File: config.mk
export PLATFORM = sky130hd
export DESIGN_NAME = seq_array_multiplier
export DESIGN_NICKNAME = d
export VERILOG_FILES = /design/src/rtl/seq_mult_pkg.sv /design/src/rtl/cond_negate.sv /design/src/rtl/seq_array_multiplier.sv
export SDC_FILE = /design/constraint.sdc
export NUM_CORES = 1
export LEC_CHECK = 0
export BUFFER_PORTS_ARGS = -buffer_cell sky130_fd_sc_hd__buf_2
export CELL_PAD_IN_SITES_DETAIL_PLACEMENT = 1
export CELL_PAD_IN_SITES_GLOBAL_PLACEMENT = 2
export CORE_UTILIZATION = 32
export CTS_BUF_LIST = sky130_fd_sc_hd__clkbuf_4 sky130_fd_sc_hd__clkbuf_8 sky130_fd_sc_hd__clkbuf_16
export CTS_CLUSTER_SIZE = 40
export DETAILED_ROUTE_END_ITERATION = 8
export PLACE_DENSITY = 0.74
export SLEW_MARGIN = 5
export SYNTH_ARGS = -nofsm -noshare
export SYNTH_HDL_FRONTEND = slang
export SYNTH_SLANG_ARGS = --single-unit
File: constraint.sdc
create_clock -name clk -period 2.36 [get_ports clk]
set_input_delay 0.118 -clock clk [delete_from_list [all_inputs] [get_ports clk]]
set_output_delay 0.118 -clock clk [all_outputs]
set_load 0.01 [all_outputs]
File: src/rtl/seq_mult_pkg.sv
// Shared types for the sequential shift-add multiplier: FSM state encoding and counter sizing.
package seq_mult_pkg;

    typedef enum logic [1:0] {
        IDLE = 2'd0,
        RUN  = 2'd1,
        DONE = 2'd2
    } state_t;

    // Counter must hold values 0..width.
    function automatic int cnt_width(input int width);
        return $clog2(width + 1);
    endfunction

endpackage

File: src/rtl/cond_negate.sv
// Conditional two's-complement negator; purely combinational, no flow control.
module cond_negate #(
    parameter int W = 8
) (
    input  logic [W-1:0] din,
    input  logic         neg,
    output logic [W-1:0] dout
);

    always_comb begin
        dout = neg ? (~din + W'(1)) : din;
    end

endmodule

File: src/rtl/seq_array_multiplier.sv
// Sequential WIDTH x WIDTH shift-add multiplier, signed or unsigned; result WIDTH cycles after accept.
// Accepts only in IDLE; the product is held in DONE until out_ready.
module seq_array_multiplier
    import seq_mult_pkg::*;
#(
    parameter int WIDTH = 8
) (
    input  logic                 clk,
    input  logic                 rst_n,
    input  logic                 in_valid,
    output logic                 in_ready,
    input  logic [WIDTH-1:0]     a,
    input  logic [WIDTH-1:0]     b,
    input  logic                 signed_mode,
    output logic                 out_valid,
    input  logic                 out_ready,
    output logic [2*WIDTH-1:0]   p
);

    localparam int CW = cnt_width(WIDTH);

    state_t               state;
    state_t               state_nxt;
    logic [WIDTH-1:0]     mcand;
    logic [WIDTH-1:0]     mplier;
    logic [2*WIDTH-1:0]   acc;
    logic [CW-1:0]        cnt;
    logic                 neg;

    logic                 neg_a;
    logic                 neg_b;
    logic [WIDTH-1:0]     mag_a;
    logic [WIDTH-1:0]     mag_b;
    logic [WIDTH:0]       sum;
    logic [2*WIDTH-1:0]   acc_nxt;
    logic [2*WIDTH-1:0]   p_nxt;
    logic                 last;

    assign neg_a = signed_mode & a[WIDTH-1];
    assign neg_b = signed_mode & b[WIDTH-1];

    cond_negate #(.W(WIDTH)) u_neg_a (
        .din  (a),
        .neg  (neg_a),
        .dout (mag_a)
    );

    cond_negate #(.W(WIDTH)) u_neg_b (
        .din  (b),
        .neg  (neg_b),
        .dout (mag_b)
    );

    // The extra adder bit keeps the carry, which lands in the accumulator MSB after the shift.
    always_comb begin
        sum     = {1'b0, acc[2*WIDTH-1:WIDTH]} + {1'b0, (mplier[0] ? mcand : {WIDTH{1'b0}})};
        acc_nxt = {sum, acc[WIDTH-1:1]};
        last    = (cnt == CW'(WIDTH - 1));
    end

    cond_negate #(.W(2*WIDTH)) u_neg_p (
        .din  (acc_nxt),
        .neg  (neg),
        .dout (p_nxt)
    );

    always_comb begin
        state_nxt = state;
        in_ready  = 1'b0;
        out_valid = 1'b0;
        unique case (state)
            IDLE: begin
                in_ready = rst_n;
                if (in_valid) begin
                    state_nxt = RUN;
                end
            end
            RUN: begin
                if (last) begin
                    state_nxt = DONE;
                end
            end
            DONE: begin
                out_valid = 1'b1;
                if (out_ready) begin
                    state_nxt = IDLE;
                end
            end
            default: state_nxt = IDLE;
        endcase
    end

    always_ff @(posedge clk or negedge rst_n) begin
        if (!rst_n) begin
            state  <= IDLE;
            mcand  <= '0;
            mplier <= '0;
            acc    <= '0;
            cnt    <= '0;
            neg    <= 1'b0;
            p      <= '0;
        end else begin
            state <= state_nxt;
            unique case (state)
                IDLE: begin
                    if (in_valid) begin
                        mcand  <= mag_a;
                        mplier <= mag_b;
                        neg    <= neg_a ^ neg_b;
                        acc    <= '0;
                        cnt    <= '0;
                    end
                end
                RUN: begin
                    acc    <= acc_nxt;
                    mplier <= mplier >> 1;
                    cnt    <= cnt + CW'(1);
                    if (last) begin
                        p <= p_nxt;
                    end
                end
                default: begin
                end
            endcase
        end
    end

endmodule

---- Word level (Yosys, flattened, before mapping) ----
Cells that the tools add are included.
cells by class
  multiplexer cells ....................... 16
  shifts and indexed selects .............. 0
  equality and inequality tests ........... 6
  reduce and logical (&&, ||, !) cells .... 6
  bitwise operators ....................... 6
  order comparisons ....................... 0
  div/mod/pow operators ................... 0
  add/subtract/negate cells ............... 5
  multiply operators ...................... 0
operators with widths
  kind                     count
  $mux W16                 2
  $mux W8                  4
  $pmux W16 S2             1
  $add A16 B1 Y16 const B  1
  $add A8 B1 Y8 const B    2
  $not A16 Y16             1
  $not A8 Y8               2
  $pmux W8 S2              1
  $add A8 B8 Y9            1
  $pmux W4 S2              1
  $mux W2                  3
  $ne A2 B2 Y1 const B     3
  $pmux W2 S3              1
  $reduce_and A2 Y1        3
  $add A4 B1 Y4 const B    1
  $eq A4 B3 Y1 const B     1
  $mux W4                  1
  $reduce_and A3 Y1        1
  $and A1 B1 Y1            2
  $eq A2 B1 Y1 const B     1
  $eq A2 B2 Y1 const B     1
  $logic_not A2 Y1         1
  $mux W1                  2
  $reduce_bool A2 Y1       1
  $xor A1 B1 Y1            1
storage, ports and cells
  bits in latches ......................... 0
  register bits after elaboration ......... 55
  word-level logic and storage cells ...... 46
  bits of input ports ..................... 21
  bits in read-only memories .............. 0
  output and inout bits ................... 18
  RAM bits ................................ 0
  memories kept ........................... 0

---- Logic depth before layout (Yosys ltp) ----
  word-level depth ........................ 5
  mapped depth ............................ 9
  depth with buffers taken out ............ 9

---- Cells and area by module ----
From an unflattened synthesis, not the netlist that was laid out.
second synthesis, totals
  cells, all modules ...................... 342
  area, all modules ....................... 3,256.9 um^2
by module, submodules not included
  module                     instances  cells each  sequential area each (um^2)  area an instance (um^2)
  seq_array_multiplier       1          252         1,351.3                      2,558.7
  cond_negate (u_neg_p)      1          48          0.0                          355.3
  cond_negate (u_neg_a ...)  2          21          0.0                          171.4

---- Least setup slack after synthesis ----
OpenSTA, ideal clock, no wires.
  kind .................................... flip-flop to flip-flop
  start ................................... reg mplier[0]
  end ..................................... reg p[14]
  required time ........................... 2.238 ns
  library setup time ...................... 0.122 ns
  setup slack ............................. -0.100 ns
  buffers on the path ..................... 0
  data arrival time ....................... 2.338 ns
  stages on the path, launching flop included .. 10
  period minus slack after synthesis ...... 2.460 ns
  path through ............................ dfrtp_1 and2_1 ha_1 fa_1 a21o_1 a221oi_2 xnor2_1 a2111oi_2 mux2i_1 nand2_1
between the ends
  word-level cells in the longest chain between the ends .. 5
RTL lines
  item                    line                         RTL
  from (decl)             seq_array_multiplier.sv:25   logic [WIDTH-1:0] mplier;
  from (signal assigned)  seq_array_multiplier.sv:108  mplier <= mag_b;
  from (signal assigned)  seq_array_multiplier.sv:116  mplier <= mplier >> 1;
  $mux W8 (*)             seq_array_multiplier.sv:56   sum = {1'b0, acc[2*WIDTH-1:WIDTH]} + {1'b0, (mplier[0] ? mcand : {WIDTH{1'b0}})};
  $add A8 B8 Y9 (*)       seq_array_multiplier.sv:56
  $not A16 Y16            cond_negate.sv:11            dout = neg ? (~din + W'(1)) : din;
  $add A16 B1 Y16         cond_negate.sv:11
  $mux W16 (*)            cond_negate.sv:11
  to (signal assigned)    seq_array_multiplier.sv:119  p <= p_nxt;
  to (decl)               seq_array_multiplier.sv:17   output logic [2*WIDTH-1:0] p
Mark *: on every way between the ends. The rest lies on a longest branch, timed or not.
A chain may end at the register's enable or synchronous reset.

---- Worst setup path after layout ----
Ends and elaborated chain as after synthesis.

==> impl_metrics.xml <==
<?xml version="1.0" encoding="UTF-8"?>
<metrics>
  <group name="routing">
    <metric name="drtAntennaViolNets" unit="">0</metric>
    <metric name="via_count" unit="">2738</metric>
    <metric name="number_of_iterations_in_the_first_detailed_routing_pass" unit="">4</metric>
    <metric name="drt_iter0_drc" unit="">64</metric>
    <metric name="drc_viols" unit="">0</metric>
    <metric name="route.detailed.vias_per_inst" unit="">4.91</metric>
    <metric name="post_drt_wl_per_cell" unit="µm">13.9</metric>
    <metric name="route.final.wire_length" unit="µm">7770</metric>
  </group>
  <group name="floorplanning">
    <metric name="ios" unit="">39</metric>
    <metric name="floorplan.core_area" unit="mm²">0.00977</metric>
    <metric name="cell_rows" unit="">36</metric>
    <metric name="chipWidth" unit="µm">102</metric>
    <metric name="floorplan.die_area" unit="mm²">0.0105</metric>
    <metric name="initial_utilization" unit="">0.330</metric>
    <metric name="chipHeight" unit="µm">102</metric>
  </group>
  <group name="hold_path">
    <metric name="worst_hold_path.endpoint" unit="">state[1]</metric>
    <metric name="hold_depth" unit="">3</metric>
    <metric name="min-delay-path-class" unit="">input port to flip-flop</metric>
    <metric name="holdCritStartpoint" unit="">out_ready</metric>
  </group>
  <group name="pwr">
    <metric name="fin_total_pwr" unit="mW">4.96</metric>
    <metric name="power_per_cell_area" unit="mW/mm²">1260</metric>
    <metric name="power.switching" unit="mW">2.19</metric>
    <metric name="seqPwrFrac" unit="">0.331</metric>
    <metric name="share_clk_of_total_power" unit="">0.107</metric>
    <metric name="peak_supply_drop" unit="mV">0.349</metric>
    <metric name="fraction_of_power_spent_switching_nets" unit="">0.442</metric>
    <metric name="power_report.internal_total" unit="mW">2.77</metric>
    <metric name="power.combinational.fraction" unit="">0.562</metric>
    <metric name="cellLeakagePower" unit="nW">1.80</metric>
  </group>
  <group name="placement">
    <metric name="gp_routability_congestion" unit="">0.753</metric>
    <metric name="place.detailed.instances" unit="">549</metric>
    <metric name="io_buffer_count" unit="">38</metric>
    <metric name="dp_hpwl" unit="µm">5980</metric>
  </group>
  <group name="cts">
    <metric name="cts_setup_buffers" unit="">0</metric>
    <metric name="tritoncts_num_sinks" unit="">54</metric>
    <metric name="clk_pin_slew_worst_paths" unit="ns">0.10</metric>
    <metric name="max-clock-path-buffers" unit="">2</metric>
    <metric name="clkLatencyLatePin" unit="ns">0.31</metric>
    <metric name="cts_tree" unit="">built</metric>
    <metric name="clk_root_buffer_cell" unit="">sky130_fd_sc_hd__clkbuf_8</metric>
    <metric name="cts_inserted_buffers" unit="">5</metric>
    <metric name="htreeDepth" unit="">2</metric>
  </group>
  <group name="synth">
    <metric name="synth_area" unit="mm²">0.00323</metric>
    <metric name="avgSynthCellArea" unit="µm²">8.77</metric>
    <metric name="synthArstFlopShare" unit="">1.00</metric>
    <metric name="postSynthRegisterBits" unit="">54</metric>
    <metric name="post_synth_inst_count" unit="">368</metric>
    <metric name="synth_sequential_area_ratio" unit="">0.419</metric>
    <metric name="synth-edff-count" unit="">0</metric>
    <metric name="synth.distinct_cells" unit="">47</metric>
    <metric name="ys.warnings.count" unit="">0</metric>
    <metric name="synthesis.nets" unit="">402</metric>
    <metric name="yosys_most_used_dff" unit="">sky130_fd_sc_hd__dfrtp_1</metric>
  </group>
  <group name="final_layout">
    <metric name="final_net_count" unit="">458</metric>
    <metric name="layout.cells.most_common" unit="">sky130_fd_sc_hd__nand2_1</metric>
    <metric name="layout-area-overhead-vs-synth" unit="%">22.2</metric>
    <metric name="leading_cell_types_in_the_layout_fill_and_taps_excluded" unit="">sky130_fd_sc_hd__nand2_1, sky130_fd_sc_hd__dfrtp_1, sky130_fd_sc_hd__o21ai_0, sky130_fd_sc_hd__buf_2, sky130_fd_sc_hd__buf_4</metric>
    <metric name="final_layout_size_suffix_gt1_frac" unit="">0.233</metric>
    <metric name="final_cell_count_no_fill" unit="">558</metric>
    <metric name="antenna_cells_inserted" unit="">0</metric>
  </group>
  <group name="sta">
    <metric name="skew" unit="ns">0.00963</metric>
    <metric name="finalHoldWorstSlack" unit="ns">0.0760</metric>
    <metric name="post-route-period-util" unit="">1.04</metric>
    <metric name="fin_setup_tns" unit="ns">-0.205</metric>
    <metric name="rsz0062_at_grt" unit="">yes</metric>
    <metric name="hold_viol_final" unit="">0</metric>
    <metric name="slew_headroom" unit="">0.622</metric>
    <metric name="final-max-slew-violation-count" unit="">0</metric>
    <metric name="worstMarginPinSlew" unit="ns">0.562</metric>
    <metric name="timing.final.ws_setup" unit="ns">-0.0975</metric>
    <metric name="setup-violations-final" unit="">3</metric>
    <metric name="max_freq" unit="MHz">407</metric>
    <metric name="final_period_minus_worst_setup_slack" unit="ns">2.46</metric>
  </group>
  <group name="worst_setup_path">
    <metric name="worst_setup_path_start_kind" unit="">flip-flop</metric>
    <metric name="worst_r2r_startpoint" unit="">mplier[0]</metric>
    <metric name="path_max_fanout" unit="">5</metric>
    <metric name="r2r_setup_slack" unit="ns">-0.1</metric>
    <metric name="cp_cell_sequence" unit="">and2_4 &gt; ha_4 &gt; fa_2 &gt; a21o_1 &gt; a221oi_4 &gt; xnor2_2 &gt; a2111oi_4 &gt; mux2i_1 &gt; nand2_1</metric>
    <metric name="worstSetupPathType" unit="">flip-flop to flip-flop</metric>
    <metric name="path_buf_inv" unit="">0</metric>
    <metric name="slowest_stage" unit="">sky130_fd_sc_hd__dfrtp_1</metric>
    <metric name="cp_data_required_time" unit="ns">2.57</metric>
    <metric name="gate_family_responsible_for_the_most_delay_along_the_worst_path" unit="">compound AO/OA/AOI/OAI gates</metric>
    <metric name="max_stage_delay" unit="ns">0.43</metric>
    <metric name="worst-r2r-cell-count" unit="">9</metric>
    <metric name="timing.critical_path.arrival" unit="ns">2.67</metric>
    <metric name="rr_endpoint" unit="">p[14]</metric>
    <metric name="cp-end-kind" unit="">flip-flop</metric>
  </group>
  <group name="global_route">
    <metric name="antenna_violations_before_repair" unit="">0</metric>
    <metric name="grt_start_max_net_pins" unit="">37</metric>
    <metric name="first_global_vias" unit="">2727</metric>
    <metric name="global_route.overflow_total" unit="">0</metric>
    <metric name="global_route.usage.total" unit="">0.163</metric>
    <metric name="grt_pass1_wl" unit="µm">13100</metric>
  </group>
  <group name="flow_run">
    <metric name="drv.max_cap_violation_count" unit="">0</metric>
  </group>
  <group name="run_status">
    <metric name="outcome" unit="">finished, violations left</metric>
    <metric name="failed_checks" unit="">setup timing</metric>
  </group>
</metrics>
==> power groups by stage <==
stage	logic (mW)	registers [mW]	clock network [mW]
2_1_floorplan	1.80	1.62	0
3_3_place_gp	2.63	1.64	0
3_5_place_dp	2.69	1.66	0
4_1_cts	2.77	1.65	0.560
5_1_grt	3.17	1.71	0.590
6_report	2.79	1.64	0.533
==> sequential cells by signal (all words and copies together) (netlist names) <==
| register | count |
|---|---|
| p | 16 |
| mplier | 8 |
| cnt | 4 |
| state | 2 |
| mcand | 8 |
| neg | 1 |
| acc | 15 |
==> metal layers <==
| layer | up-vias | track usage | wire, µm |
|---|---|---|---|
| li1 | 1395 | - | - |
| met1 | 1297 | 0.211 | 3810 |
| met2 | 40 | 0.282 | 3690 |
| met3 | 6 | 0.0287 | 195 |
| met4 | 0 | 0.0396 | 84 |
| met5 | - | 0 | 0 |
==> per-stage QoR <==
stage	cell area, µm²	util	setup slack, ns
2_1_floorplan	3280	-	0.00461
3_3_place_gp	3760	0.385	-0.0663
3_5_place_dp	3760	0.385	-0.131
4_1_cts	3910	0.400	-0.0572
5_1_grt	3950	0.404	-0.208
6_report	3950	0.404	-0.0975
==> final cells by class <==
| class | count | area (µm²) |
|---|---|---|
| fillers | 1174 | 5830 |
| multi-input cells | 289 | 1910 |
| flip-flops and latches | 54 | 1350 |
| repair buffers | 64 | 388 |
| well taps | 133 | 166 |
| clock buffers | 6 | 76.3 |
| inverters | 10 | 37.5 |
| clock inverters | 2 | 13.8 |
==> cell families after synthesis <==
logic type,count (synthesis),synth area share
compound gates,94,0.193
xor+xnor,25,0.0678
fa+ha+maj,13,0.0527
buf+inv,25,0.0291
flops,54,0.419
mux,5,0.0155
simple gates,152,0.224
==> worst register-to-register path: stages (launching register included) <==
cell,delay (ns)
sky130_fd_sc_hd__dfrtp_1,0.43
sky130_fd_sc_hd__and2_4,0.16
sky130_fd_sc_hd__ha_4,0.16
sky130_fd_sc_hd__fa_2,0.38
sky130_fd_sc_hd__a21o_1,0.21
sky130_fd_sc_hd__a221oi_4,0.34
sky130_fd_sc_hd__xnor2_2,0.17
sky130_fd_sc_hd__a2111oi_4,0.22
sky130_fd_sc_hd__mux2i_1,0.23
sky130_fd_sc_hd__nand2_1,0.06
==> synth_stat cells, types with 2 or more instances <==
cell type | number | area (µm²)
sky130_fd_sc_hd__nor2_1 | 24 | 90.1
sky130_fd_sc_hd__and3_2 | 2 | 15.0
sky130_fd_sc_hd__nand2_1 | 65 | 244
sky130_fd_sc_hd__and2_1 | 13 | 81.3
sky130_fd_sc_hd__nor4_1 | 2 | 12.5
sky130_fd_sc_hd__nand3_1 | 22 | 110
sky130_fd_sc_hd__nand2b_1 | 2 | 12.5
sky130_fd_sc_hd__mux2i_1 | 5 | 50.1
sky130_fd_sc_hd__a22oi_1 | 10 | 75.1
sky130_fd_sc_hd__clkbuf_1 | 15 | 56.3
sky130_fd_sc_hd__o21ai_1 | 6 | 30.0
sky130_fd_sc_hd__nand4_1 | 2 | 12.5
sky130_fd_sc_hd__nor2b_1 | 3 | 18.8
sky130_fd_sc_hd__a31oi_1 | 3 | 18.8
sky130_fd_sc_hd__a21oi_1 | 12 | 60.1
sky130_fd_sc_hd__inv_1 | 10 | 37.5
sky130_fd_sc_hd__xor2_1 | 10 | 87.6
sky130_fd_sc_hd__dfrtp_1 | 54 | 1350
sky130_fd_sc_hd__nor3_1 | 7 | 35.0
sky130_fd_sc_hd__o211a_1 | 2 | 20.0
sky130_fd_sc_hd__a2111oi_2 | 2 | 30.0
sky130_fd_sc_hd__o31ai_1 | 3 | 22.5
sky130_fd_sc_hd__ha_1 | 12 | 150
sky130_fd_sc_hd__o21ai_0 | 41 | 205
sky130_fd_sc_hd__and3_1 | 2 | 12.5
sky130_fd_sc_hd__xnor2_1 | 15 | 131
sky130_fd_sc_hd__a21o_1 | 4 | 30.0
==> worst max-delay path by stage <==
| stage | from | endpoint | slack, ns | cells after the start |
|---|---|---|---|---|
| final | mplier[0] | p[14] | -0.1 | 9 |
| after global routing | mplier[0] | p[14] | -0.21 | 9 |
| after CTS | mplier[0] | p[14] | -0.06 | 9 |
| after detailed placement | mplier[0] | p[13] | -0.13 | 9 |
| after global placement | mplier[0] | p[13] | -0.07 | 9 |
| after floorplan | mplier[0] | p[13] | 0.005 | 9 |
==> what timing repair did <==
action,in CTS,in global routing
gates resized for setup,6,6
pin swaps,3,0
hold endpoints to repair,18,0
hold buffers,1,0
endpoints found under the setup margin,3,5
(Power assumes the default switching activity.)
